$ cat config.mk
export PLATFORM = sky130hd
export DESIGN_NAME = fetch_stage
export DESIGN_NICKNAME = d
export VERILOG_FILES = /design/src/rtl/fetch_stage.sv
export SDC_FILE = /design/constraint.sdc
export NUM_CORES = 1
export LEC_CHECK = 0
export CORE_MARGIN = 4
export CORE_UTILIZATION = 32
export CTS_BUF_LIST = sky130_fd_sc_hd__clkbuf_8 sky130_fd_sc_hd__clkbuf_16
export DETAILED_ROUTE_END_ITERATION = 8
export GPL_ROUTABILITY_DRIVEN = 0
export PLACE_DENSITY_LB_ADDON = 0.05
export SKIP_CTS_REPAIR_TIMING = 1
export SLEW_MARGIN = 40
export SYNTH_ARGS = -nofsm -noshare
export SYNTH_HDL_FRONTEND = slang
export SYNTH_SLANG_ARGS = --single-unit
$ cat constraint.sdc
create_clock -name clk -period 2.5 [get_ports clk]
set_clock_uncertainty 0.15 [all_clocks]
set_input_delay 0.625 -clock clk [delete_from_list [all_inputs] [get_ports clk]]
set_output_delay 0.625 -clock clk [all_outputs]
set_load 0.02 [all_outputs]
$ cat src/rtl/fetch_stage.sv
// ---------------------------------------------------------------------------
// fetch_stage
//
// Instruction fetch stage with a single outstanding memory request.
// A four-state FSM (IDLE, REQ, WAIT, HOLD) presents the current PC to
// instruction memory and waits for the returned word. It then holds that
// word for decode until decode consumes it.
//
// A redirect (branchEnable) flushes any held instruction and restarts
// fetching from pc_in. If a request is still in flight when the redirect
// arrives, a drop flag is set. That flag causes the late response to be
// discarded. While the drop flag is set no new request is issued, so the
// memory never sees more than one outstanding request.
//
// Ports
//   clk            : clock, all state changes on the rising edge
//   rst            : synchronous active-high reset
//   pc_in          : PC to fetch / redirect target
//   pc_advance     : one-cycle pulse when a request is accepted
//   branchEnable   : redirect / flush strobe
//   imem_req_valid : request presented to instruction memory
//   imem_req_ready : instruction memory accepts the request
//   imem_addr      : request address (zero when no request is presented)
//   imem_rsp_valid : instruction memory returns a word
//   imem_rsp_data  : returned instruction word
//   id_valid       : id_instr/id_pc hold a valid instruction
//   id_ready       : decode consumes the instruction
//   id_instr       : instruction word for decode
//   id_pc          : address id_instr was fetched from
// ---------------------------------------------------------------------------
module fetch_stage #(
  parameter int XLEN = 32
) (
  input  logic            clk,
  input  logic            rst,
  input  logic [XLEN-1:0] pc_in,
  output logic            pc_advance,
  input  logic            branchEnable,
  output logic            imem_req_valid,
  input  logic            imem_req_ready,
  output logic [XLEN-1:0] imem_addr,
  input  logic            imem_rsp_valid,
  input  logic [XLEN-1:0] imem_rsp_data,
  output logic            id_valid,
  input  logic            id_ready,
  output logic [XLEN-1:0] id_instr,
  output logic [XLEN-1:0] id_pc
);

  typedef enum logic [1:0] {
    IDLE = 2'd0,
    REQ  = 2'd1,
    WAIT = 2'd2,
    HOLD = 2'd3
  } state_t;

  state_t          state, state_next;
  logic            drop, drop_next;
  logic            id_valid_next;
  logic [XLEN-1:0] id_instr_next, id_pc_next;
  logic [XLEN-1:0] pending_pc, pending_pc_next;
  logic            rsp_load;

  // The request is suppressed while a stale response is still owed.
  // It is also gated by rst, so that reset overrides any handshake
  // in the same cycle.
  always_comb begin
    imem_req_valid = (state == REQ) && !drop && !rst;
    imem_addr      = imem_req_valid ? pc_in : '0;
    pc_advance     = imem_req_valid && imem_req_ready;
  end

  // Next-state logic. The redirect is applied last, so it overrides the
  // normal progression of every state.
  always_comb begin
    state_next      = state;
    drop_next       = drop;
    id_valid_next   = id_valid;
    id_instr_next   = id_instr;
    id_pc_next      = id_pc;
    pending_pc_next = pending_pc;
    rsp_load        = (state == WAIT) && imem_rsp_valid && !branchEnable;

    // A response that was owed to a flushed request is swallowed here.
    if (drop && imem_rsp_valid) begin
      drop_next = 1'b0;
    end

    case (state)
      IDLE: state_next = REQ;
      REQ: begin
        if (pc_advance) begin
          pending_pc_next = pc_in;
          state_next      = WAIT;
        end
      end
      WAIT: begin
        if (rsp_load) begin
          id_instr_next = imem_rsp_data;
          id_pc_next    = pending_pc;
          id_valid_next = 1'b1;
          state_next    = HOLD;
        end
      end
      HOLD: begin
        if (id_valid && id_ready) begin
          id_valid_next = 1'b0;
          state_next    = REQ;
        end
      end
      default: state_next = IDLE;
    endcase

    // A request is still in flight when either of these is true:
    //   - we are waiting and the response has not arrived in this cycle;
    //   - the request is being accepted in this very cycle.
    // In either case, the response that eventually arrives must be dropped.
    if (branchEnable) begin
      id_valid_next = 1'b0;
      state_next    = REQ;
      if ((state == WAIT && !imem_rsp_valid) || (state == REQ && pc_advance)) begin
        drop_next = 1'b1;
      end
    end
  end

  always_ff @(posedge clk) begin
    if (rst) begin
      state      <= IDLE;
      drop       <= 1'b0;
      id_valid   <= 1'b0;
      id_instr   <= '0;
      id_pc      <= '0;
      pending_pc <= '0;
    end else begin
      state      <= state_next;
      drop       <= drop_next;
      id_valid   <= id_valid_next;
      id_instr   <= id_instr_next;
      id_pc      <= id_pc_next;
      pending_pc <= pending_pc_next;
    end
  end

endmodule

==> results.json <==
{
  "grt_usage": 0.162,
  "antenna_found_initial": 0,
  "synth_area_leader_cell": "dfxtp_1",
  "num_vias": 3766,
  "grt_overflow": 0,
  "synth_fp_nets": 559,
  "final_nets": 752,
  "startpoint": "state[0]$_SDFFE_PP0P_",
  "critPathLaunchType": "register",
  "clk_path_buf_depth": 2,
  "grt_pass1_vias": 3680,
  "yosysTopAreaCellShare": 0.529,
  "crit_path_frequent_cell": "buf_6",
  "drtIter0Drc": 216,
  "start_util": 0.328,
  "leakage_nw": 2.34,
  "routed_wl_um": 11400,
  "final.setup.tns_ps": 0,
  "critical_path.cell_chain": "ha_4 -> nor3b_4 -> buf_6 -> buf_6 -> buf_6 -> and2_4 -> buf_6",
  "worst_setup_path_end_kind": "output pin",
  "finalHoldViolations": 0,
  "setup_violations": 0,
  "routedWlPerCell_um": 13.8,
  "period_needed_ps": 2440,
  "finalCritPeriodShare": 0.976,
  "n_antenna_cell": 0,
  "avgSynthCellArea_um2": 7.80,
  "critical_path_class": "reg2out",
  "port_buffers": 168,
  "yosysWarnings": 0,
  "worst_pin_slew_ps": 585,
  "synth_area_leaders": "dfxtp_1 (53%), nand2_1 (19%), a21oi_1 (13%), and2_1 (5.3%), clkbuf_1 (2.3%)",
  "final_util": 0.542,
  "clock_sinks": 100,
  "fillers": 1123,
  "std_cell_rows": 39,
  "drt-pass1-iter-count": 4,
  "yosysSeqAreaShare": 0.529,
  "cts_tree": "done",
  "hpwl_um": 7710,
  "synth_edf_count": 0,
  "final_area_um2": 6240,
  "dpl.cell_count": 804,
  "synth.distinct_cells": 26,
  "finalPower_mw": 3.70,
  "fmax_mhz": 410,
  "grt_max_degree": 55,
  "cts_max_level": 3,
  "synth_area_um2": 3780,
  "clkLatencyLatePin_ps": 340,
  "place_area_um2": 5890,
  "die_h_um": 117,
  "grt_pass1_wl_um": 17500,
  "drc": 0,
  "layout-drive-gt1-share": 0.167,
  "maxCapViolCount": 0,
  "core-area_um2": 11500,
  "slowest_stage": "dfxtp_1",
  "cts_buffers": 9,
  "rsz0062_at_grt": "true",
  "drv_slew": 0,
  "relSlewSlack": 0.610,
  "run_status": "complete, no violations",
  "min_path_type": "reg2reg",
  "crit_arrival_ps": 1660,
  "ir_worst_vdd_mv": 0.324,
  "yosys_register_bits": 100,
  "syn2layout_area_growth_pct": 64.9,
  "yosysMostFrequentCell": "nand2_1",
  "timing.rr.start": "state[0]$_SDFFE_PP0P_",
  "synthTopCellsByCount": "nand2_1 (192), dfxtp_1 (100), a21oi_1 (98)",
  "clk_pin_slew_ps": 70,
  "hold_start": "pending_pc[8]$_SDFFE_PP0P_",
  "required_ps": 1730,
  "ant_nets": 0,
  "synthCells": 485,
  "critPathMaxFanout": 5,
  "max_stage_delay_ps": 370,
  "cellPowerDensity_nw_per_um2": 593,
  "postSynth.asyncResetShare": 0,
  "ioPinCount": 169,
  "synth_ff_type": "dfxtp_1",
  "fp.dieW_um": 117,
  "root_buffer": "clkbuf_16",
  "instances_no_fill": 826,
  "viasPerCell": 4.56,
  "die-area_um2": 13600
}
-- worst max-delay path, delay by kind of cell (launching register included) --
kind                     cells  cell delay [ps]
AND/OR/NAND/NOR              2              340
adder cells (fa/ha/maj)      1              150
flip-flops                   1              370
buffers and inverters        4              470
-- report_power, final --
group / internal (mW) / switching (mW)
logic: 0.271 / 0.238
clock network: 0.967 / 0.578
registers: 1.62 / 0.0165
total: 2.86 / 0.833
-- placed cells by master, fill, tap and decap left out, drive strengths merged, types with 2 or more instances in the layout --
cell / count
nand2: 192
clkdlybuf4s50: 133
dfxtp: 100
a21oi: 98
buf: 63
and2: 32
clkbuf: 27
inv: 7
nor2: 4
ha: 4
bufinv: 3
nand2b: 2
a21boi: 2
clkinv: 2
dlymetal6s2s: 2
-- worst paths after layout --
check                                to  slack [ps]  cells after the start
hold / removal    id_pc[8]$_SDFFE_PP0P_         300                      2
setup reg to reg  state[0]$_SDFFE_PP0P_         630                      7
hold reg to reg   id_pc[8]$_SDFFE_PP0P_         300                      2
setup / recovery          imem_addr[14]          60                      7
-- stage by stage --
step,hold slack (ps),setup WS [ps]
final,301,60.2
after global routing,318,-27.4
after CTS,303,-399
after detailed placement,293,-233
after global placement,286,-227
after floorplan,282,50.7
-- layout make-up --
class | instances | area, um^2 | share of cell area
Clock buffer | 9 | 225 | 0.0361
Tap cell | 143 | 179 | 0.0287
Timing Repair Buffer | 216 | 2020 | 0.324
Sequential cell | 100 | 2000 | 0.321
Multi-Input combinational cell | 346 | 1680 | 0.270
Clock inverter | 7 | 108 | 0.0173
Inverter | 5 | 18.8 | 0.00301
-- metal layers --
| metal | part of all wire | wire length [um] | global-route usage |
|---|---|---|---|
| met1 | 0.44 | 5020 | 0.200 |
| met2 | 0.47 | 5310 | 0.267 |
| met3 | 0.078 | 896 | 0.0487 |
| met4 | 0.017 | 196 | 0.0619 |
| met5 | 0 | 0 | 0 |
-- kinds of logic after synthesis --
logic type,synth area share
compound gates,0.152
simple gates,0.264
flops,0.529
fa+ha+maj,0.0132
buf+inv,0.0414
-- sequential cells by signal, indices dropped and copies added, names as in the netlist --
signal / flops
drop: 1
id_instr: 32
id_pc: 32
id_valid: 1
pending_pc: 32
state: 2
Power figures use the tool's default switching activity.
